File: src/rtl/mult_div_unit.sv
// Iterative multiply/divide unit with architectural HI/LO registers.
// Multiply is shift-add over a 2*WIDTH accumulator. Divide is restoring, one
// quotient bit per clock. Operands are reduced to magnitudes when accepted,
// and the result is sign-fixed on the final iteration edge.
//
// Handshake: start is taken only while the unit is idle (busy=0). The edge that
// accepts start is E0. busy is high for the WIDTH cycles after E0. done pulses
// for the single cycle after the last iteration, and HI/LO already hold the new
// result in that cycle. A start seen while busy is ignored. A start seen during
// the done cycle is accepted.
module mult_div_unit #(
    parameter int WIDTH = 32,
    parameter int CNT_W = 6
) (
    input  logic             CLK,
    input  logic             RST_n,
    input  logic             start,
    input  logic [1:0]       op,
    input  logic [WIDTH-1:0] in1,
    input  logic [WIDTH-1:0] in2,
    input  logic             hiWrite,
    input  logic             loWrite,
    input  logic [WIDTH-1:0] wrData,
    output logic             busy,
    output logic             done,
    output logic [WIDTH-1:0] hi,
    output logic [WIDTH-1:0] lo
);

    typedef enum logic {IDLE = 1'b0, RUN = 1'b1} stateT;

    stateT                 state, stateNext;
    logic [CNT_W-1:0]      cnt;
    logic                  isDiv, negRes, negRem, divZero;
    logic [WIDTH-1:0]      opnd;      // multiplicand or divisor magnitude
    logic [2*WIDTH-1:0]    acc;       // product, or {remainder, dividend/quotient}

    logic                  aNeg, bNeg, lastIter;
    logic [WIDTH-1:0]      aMagIn, bMagIn;
    logic [WIDTH:0]        mulSum, divShift;
    logic                  divGe;
    logic [WIDTH-1:0]      divDiff, quot, rem;
    logic [2*WIDTH-1:0]    accStep, prodFix;
    logic [WIDTH-1:0]      resHi, resLo;

    // Operand magnitudes and signs. op[0]=0 selects the signed variants.
    always_comb begin
        aNeg   = ~op[0] & in1[WIDTH-1];
        bNeg   = ~op[0] & in2[WIDTH-1];
        aMagIn = aNeg ? -in1 : in1;
        bMagIn = bNeg ? -in2 : in2;
    end

    // One multiply or divide iteration, plus the sign-fixed final result.
    always_comb begin
        lastIter = (cnt == CNT_W'(WIDTH - 1));
        mulSum   = {1'b0, acc[2*WIDTH-1:WIDTH]} + (acc[0] ? {1'b0, opnd} : '0);
        divShift = {acc[2*WIDTH-1:WIDTH], acc[WIDTH-1]};
        divGe    = (divShift >= {1'b0, opnd});
        // The true difference is below the divisor, so WIDTH bits are enough.
        divDiff  = divShift[WIDTH-1:0] - opnd;
        if (isDiv)
            accStep = {(divGe ? divDiff : divShift[WIDTH-1:0]), acc[WIDTH-2:0], divGe};
        else
            accStep = {mulSum, acc[WIDTH-1:1]};
        prodFix = negRes ? -accStep : accStep;
        quot    = accStep[WIDTH-1:0];
        rem     = accStep[2*WIDTH-1:WIDTH];
        if (isDiv) begin
            // With a zero divisor the remainder equals |dividend|. Restoring its
            // sign gives back the original in1.
            resLo = divZero ? '1 : (negRes ? -quot : quot);
            resHi = negRem ? -rem : rem;
        end else begin
            resLo = prodFix[WIDTH-1:0];
            resHi = prodFix[2*WIDTH-1:WIDTH];
        end
    end

    // State register.
    always_ff @(posedge CLK or negedge RST_n) begin
        if (!RST_n) state <= IDLE;
        else        state <= stateNext;
    end

    // Next-state logic: leave IDLE on start and return after WIDTH iterations.
    always_comb begin
        stateNext = state;
        case (state)
            IDLE:    if (start)    stateNext = RUN;
            RUN:     if (lastIter) stateNext = IDLE;
            default:               stateNext = IDLE;
        endcase
    end

    assign busy = (state == RUN);

    // Datapath: operand capture, iteration, result write-back and MTHI/MTLO.
    always_ff @(posedge CLK or negedge RST_n) begin
        if (!RST_n) begin
            cnt     <= '0;
            isDiv   <= 1'b0;
            negRes  <= 1'b0;
            negRem  <= 1'b0;
            divZero <= 1'b0;
            opnd    <= '0;
            acc     <= '0;
            hi      <= '0;
            lo      <= '0;
            done    <= 1'b0;
        end else begin
            done <= 1'b0;
            if (state == IDLE) begin
                if (start) begin
                    cnt     <= '0;
                    isDiv   <= op[1];
                    negRes  <= aNeg ^ bNeg;
                    negRem  <= aNeg;
                    divZero <= (in2 == '0);
                    opnd    <= op[1] ? bMagIn : aMagIn;
                    acc     <= op[1] ? {{WIDTH{1'b0}}, aMagIn} : {{WIDTH{1'b0}}, bMagIn};
                end else begin
                    if (hiWrite) hi <= wrData;
                    if (loWrite) lo <= wrData;
                end
            end else begin
                acc <= accStep;
                cnt <= cnt + 1'b1;
                if (lastIter) begin
                    hi   <= resHi;
                    lo   <= resLo;
                    done <= 1'b1;
                end
            end
        end
    end

endmodule

File: config.mk
export PLATFORM = sky130hd
export DESIGN_NAME = mult_div_unit
export DESIGN_NICKNAME = d
export VERILOG_FILES = /design/src/rtl/mult_div_unit.sv
export SDC_FILE = /design/constraint.sdc
export NUM_CORES = 1
export LEC_CHECK = 0
export ABC_AREA = 1
export ABC_CLOCK_PERIOD_IN_PS = 11000
export CORE_UTILIZATION = 54
export DETAILED_ROUTE_END_ITERATION = 6
export GPL_ROUTABILITY_DRIVEN = 1
export GPL_TIMING_DRIVEN = 1
export HOLD_SLACK_MARGIN = 0.12
export PLACE_DENSITY = 0.83
export SLEW_MARGIN = 0
export SYNTH_ARGS = -nofsm -noshare
export SYNTH_HDL_FRONTEND = slang
export SYNTH_SLANG_ARGS = --single-unit
File: constraint.sdc
create_clock -name CLK -period 11 [get_ports CLK]
set_input_delay 1.65 -clock CLK [delete_from_list [all_inputs] [get_ports CLK]]
set_output_delay 1.65 -clock CLK [all_outputs]
set_load 0.02 [all_outputs]
==> results.json <==
{
  "numCtsBuffers": 17,
  "filler_cell_count": 3052,
  "r2r_cells": 28,
  "vias": 20800,
  "die_w_um": 182,
  "grt_usage_pct": 45.7,
  "finalNetCount": 3135,
  "grt_max_degree": 100,
  "ys_async_sr_fraction_pct": 100,
  "cp_max_fo": 21,
  "seq_area_frac_synth_pct": 24.6,
  "clk_latency_ns": 0.48,
  "period_needed_ns": 5.08,
  "drc": 0,
  "hold_buffers": 0,
  "place_congestion": 1.08,
  "synth_seq_cells": 172,
  "cts.sinks": 172,
  "synth_top_cell_by_area": "dfrtp_1",
  "cts-resized-gates": 0,
  "r2r-start": "opnd[11]",
  "antenna_found_initial": 5,
  "cts.path.max_buffers": 2,
  "cts_root_buffer": "clkbuf_16",
  "timing.final.crit_share_pct": 46.2,
  "synthesis.nets": 3028,
  "drt_first_pass_iters": 7,
  "worst_ep_required_time_ns": 11.36,
  "path_class": "reg -> reg",
  "synth_ff_type": "dfrtp_1",
  "via_per_inst": 6.15,
  "crit_path_end": "hi[18]",
  "cp.arrival_ns": 5.45,
  "crit_path_frequent_cell": "nand3_1",
  "finalSetupTns_ns": 0,
  "synth_top_area_share_pct": 24.6,
  "drtIter0Drc": 3129,
  "maxCapViolations": 0,
  "synth.distinct_cells": 61,
  "cp-start-kind": "flop",
  "grt_pass1_wl_mm": 114,
  "critical-path-max-stage-delay_ns": 0.41,
  "postCtsSetupRepairBufs": 0,
  "cts_max_level": 4,
  "grt_pass1_vias": 19500,
  "fp.dieArea_sq_um": 33200,
  "start_util_pct": 55.2,
  "grt-ovfl-total": 0,
  "cts_tree": "built",
  "relSlewSlack_pct": 19.1,
  "final_util_pct": 63.2,
  "final_common_cell": "nand2_1",
  "fmaxAchievable_mhz": 197,
  "hp-class": "reg -> reg",
  "yosys-top-cells-area": "dfrtp_1, nand2_1, inv_1",
  "finalSetupViolations": 0,
  "die_y_um": 182,
  "area_growth_pct": 14.3,
  "status": "complete, no violations",
  "grt_setup_unrepaired": "false",
  "cpMaxStageDelayCell": "dfrtp_1",
  "wl_mm": 75.4,
  "skew_ns": 0.0221,
  "postSynthAreaPerCell_sq_um": 6.14,
  "startpoint": "opnd[11]",
  "pin_count": 169,
  "detail_route.wl_per_cell_um": 22.3,
  "timing.rr.end": "hi[18]",
  "hold_ws_ns": 0.502,
  "hold_depth": 2,
  "drv_slew": 0,
  "place.port_buffers": 168,
  "yosysWarnings": 0,
  "num_rows": 65,
  "antenna_left": 0,
  "r2r_slack_ns": 5.92,
  "end_kind": "flop",
  "synth_edf_count": 0,
  "cts.clk_slew.worst_paths_ns": 0.10,
  "layout_common_cells": "nand2_1, inv_1, nor2_1",
  "core_sq_um": 31700,
  "drive_above_1_share_pct": 6.36,
  "place_hpwl_mm": 59.1,
  "hold_violations": 0,
  "tightest_slew_ns": 1.21,
  "netlist_area_sq_um": 17500,
  "synthCells": 2854
}
[cells by family (layout without fill, tap and decap cells)]
kind of cell	count (synthesis)	in the layout	synth area share, %
other cells	0	5	0
simple gates	1534	1534	38.4
fa+ha+maj	71	71	5.16
flops	172	172	24.6
xor+xnor	78	78	3.90
mux	1	1	0.0571
compound gates	444	444	15.5
buf+inv	554	674	12.4
[stage by stage]
| step | std cells | instance area (sq um) | worst slack, ns |
|---|---|---|---|
| finish | 3381 | 20000 | 5.92 |
| global route | 3376 | 20000 | 5.75 |
| CTS | 3376 | 20000 | 6.19 |
| detailed placement | 3344 | 19400 | 5.97 |
| global placement | 3344 | 19400 | 5.98 |
| floorplan | 2854 | 17500 | 7.34 |
[per-layer routing]
layer	track usage (%)	wire, um	share of wire, %
met1	56.0	28100	37
met2	71.0	32800	43
met5	0	91	0.12
met3	12.7	8870	12
met4	28.4	5590	7.4
[cell usage after synthesis (4+ instances only)]
cell and n:
nand2_1 817, inv_1 433, nor2_1 281, nand3_1 216
dfrtp_1 172, o21ai_0 123, a21oi_1 113, ha_1 69
clkbuf_1 61, xor2_1 51, nand4_1 47, nor3_1 38
nor2_2 32, o22ai_1 29, o21ai_1 27, xnor2_1 27
o211ai_1 26, nand2_2 22, o221ai_1 22, inv_2 21
a31oi_1 18, nand3b_1 18, or2_2 16, buf_2 14
a22oi_1 12, nand3_2 11, nor2_4 10, o21bai_1 9
a221o_1 8, a41oi_1 8, buf_1 8, buf_6 8
nor4_1 8, o21ai_2 8, o311ai_0 8, o21a_1 7
a21oi_2 6, o2111ai_1 6, clkinv_1 5, o31ai_1 4
or2_1 4
[critical path: cells and delay by family (launching register included)]
family / cells / cell delay, ns
simple gates: 20 / 2.59
compound gates: 3 / 0.74
buf+inv: 3 / 0.66
fa+ha+maj: 2 / 0.58
flops: 1 / 0.41
[sequential cells by signal (all words and copies together) (netlist names), 6 cells and up]
| name | cells |
|---|---|
| opnd | 32 |
| cnt | 6 |
| hi | 32 |
| acc | 64 |
| lo | 32 |
[how the worst min path moves through the flow]
stage	start	to	slack (ns)
after global routing	cnt[5]	done	0.52
after CTS	cnt[5]	done	0.50
after global placement	hi[11]	hi[11]	0.47
after detailed placement	hi[12]	hi[12]	0.48
final	hi[12]	hi[12]	0.50
after floorplan	divZero	divZero	0.45
[layout make-up]
class	count	area (sq um)	share of cell area [%]
clock inverters	15	215	1.07
repair buffers	183	1800	8.96
clock buffers	17	425	2.12
flip-flops and latches	172	4310	21.5
multi-input cells	2128	11000	55.1
well taps	402	503	2.51
diodes	5	12.5	0.0625
inverters	459	1720	8.61
Power is left out: the tool's default activity adds up to more than one toggle a clock period on the data nets, which glitch-free logic cannot reach.
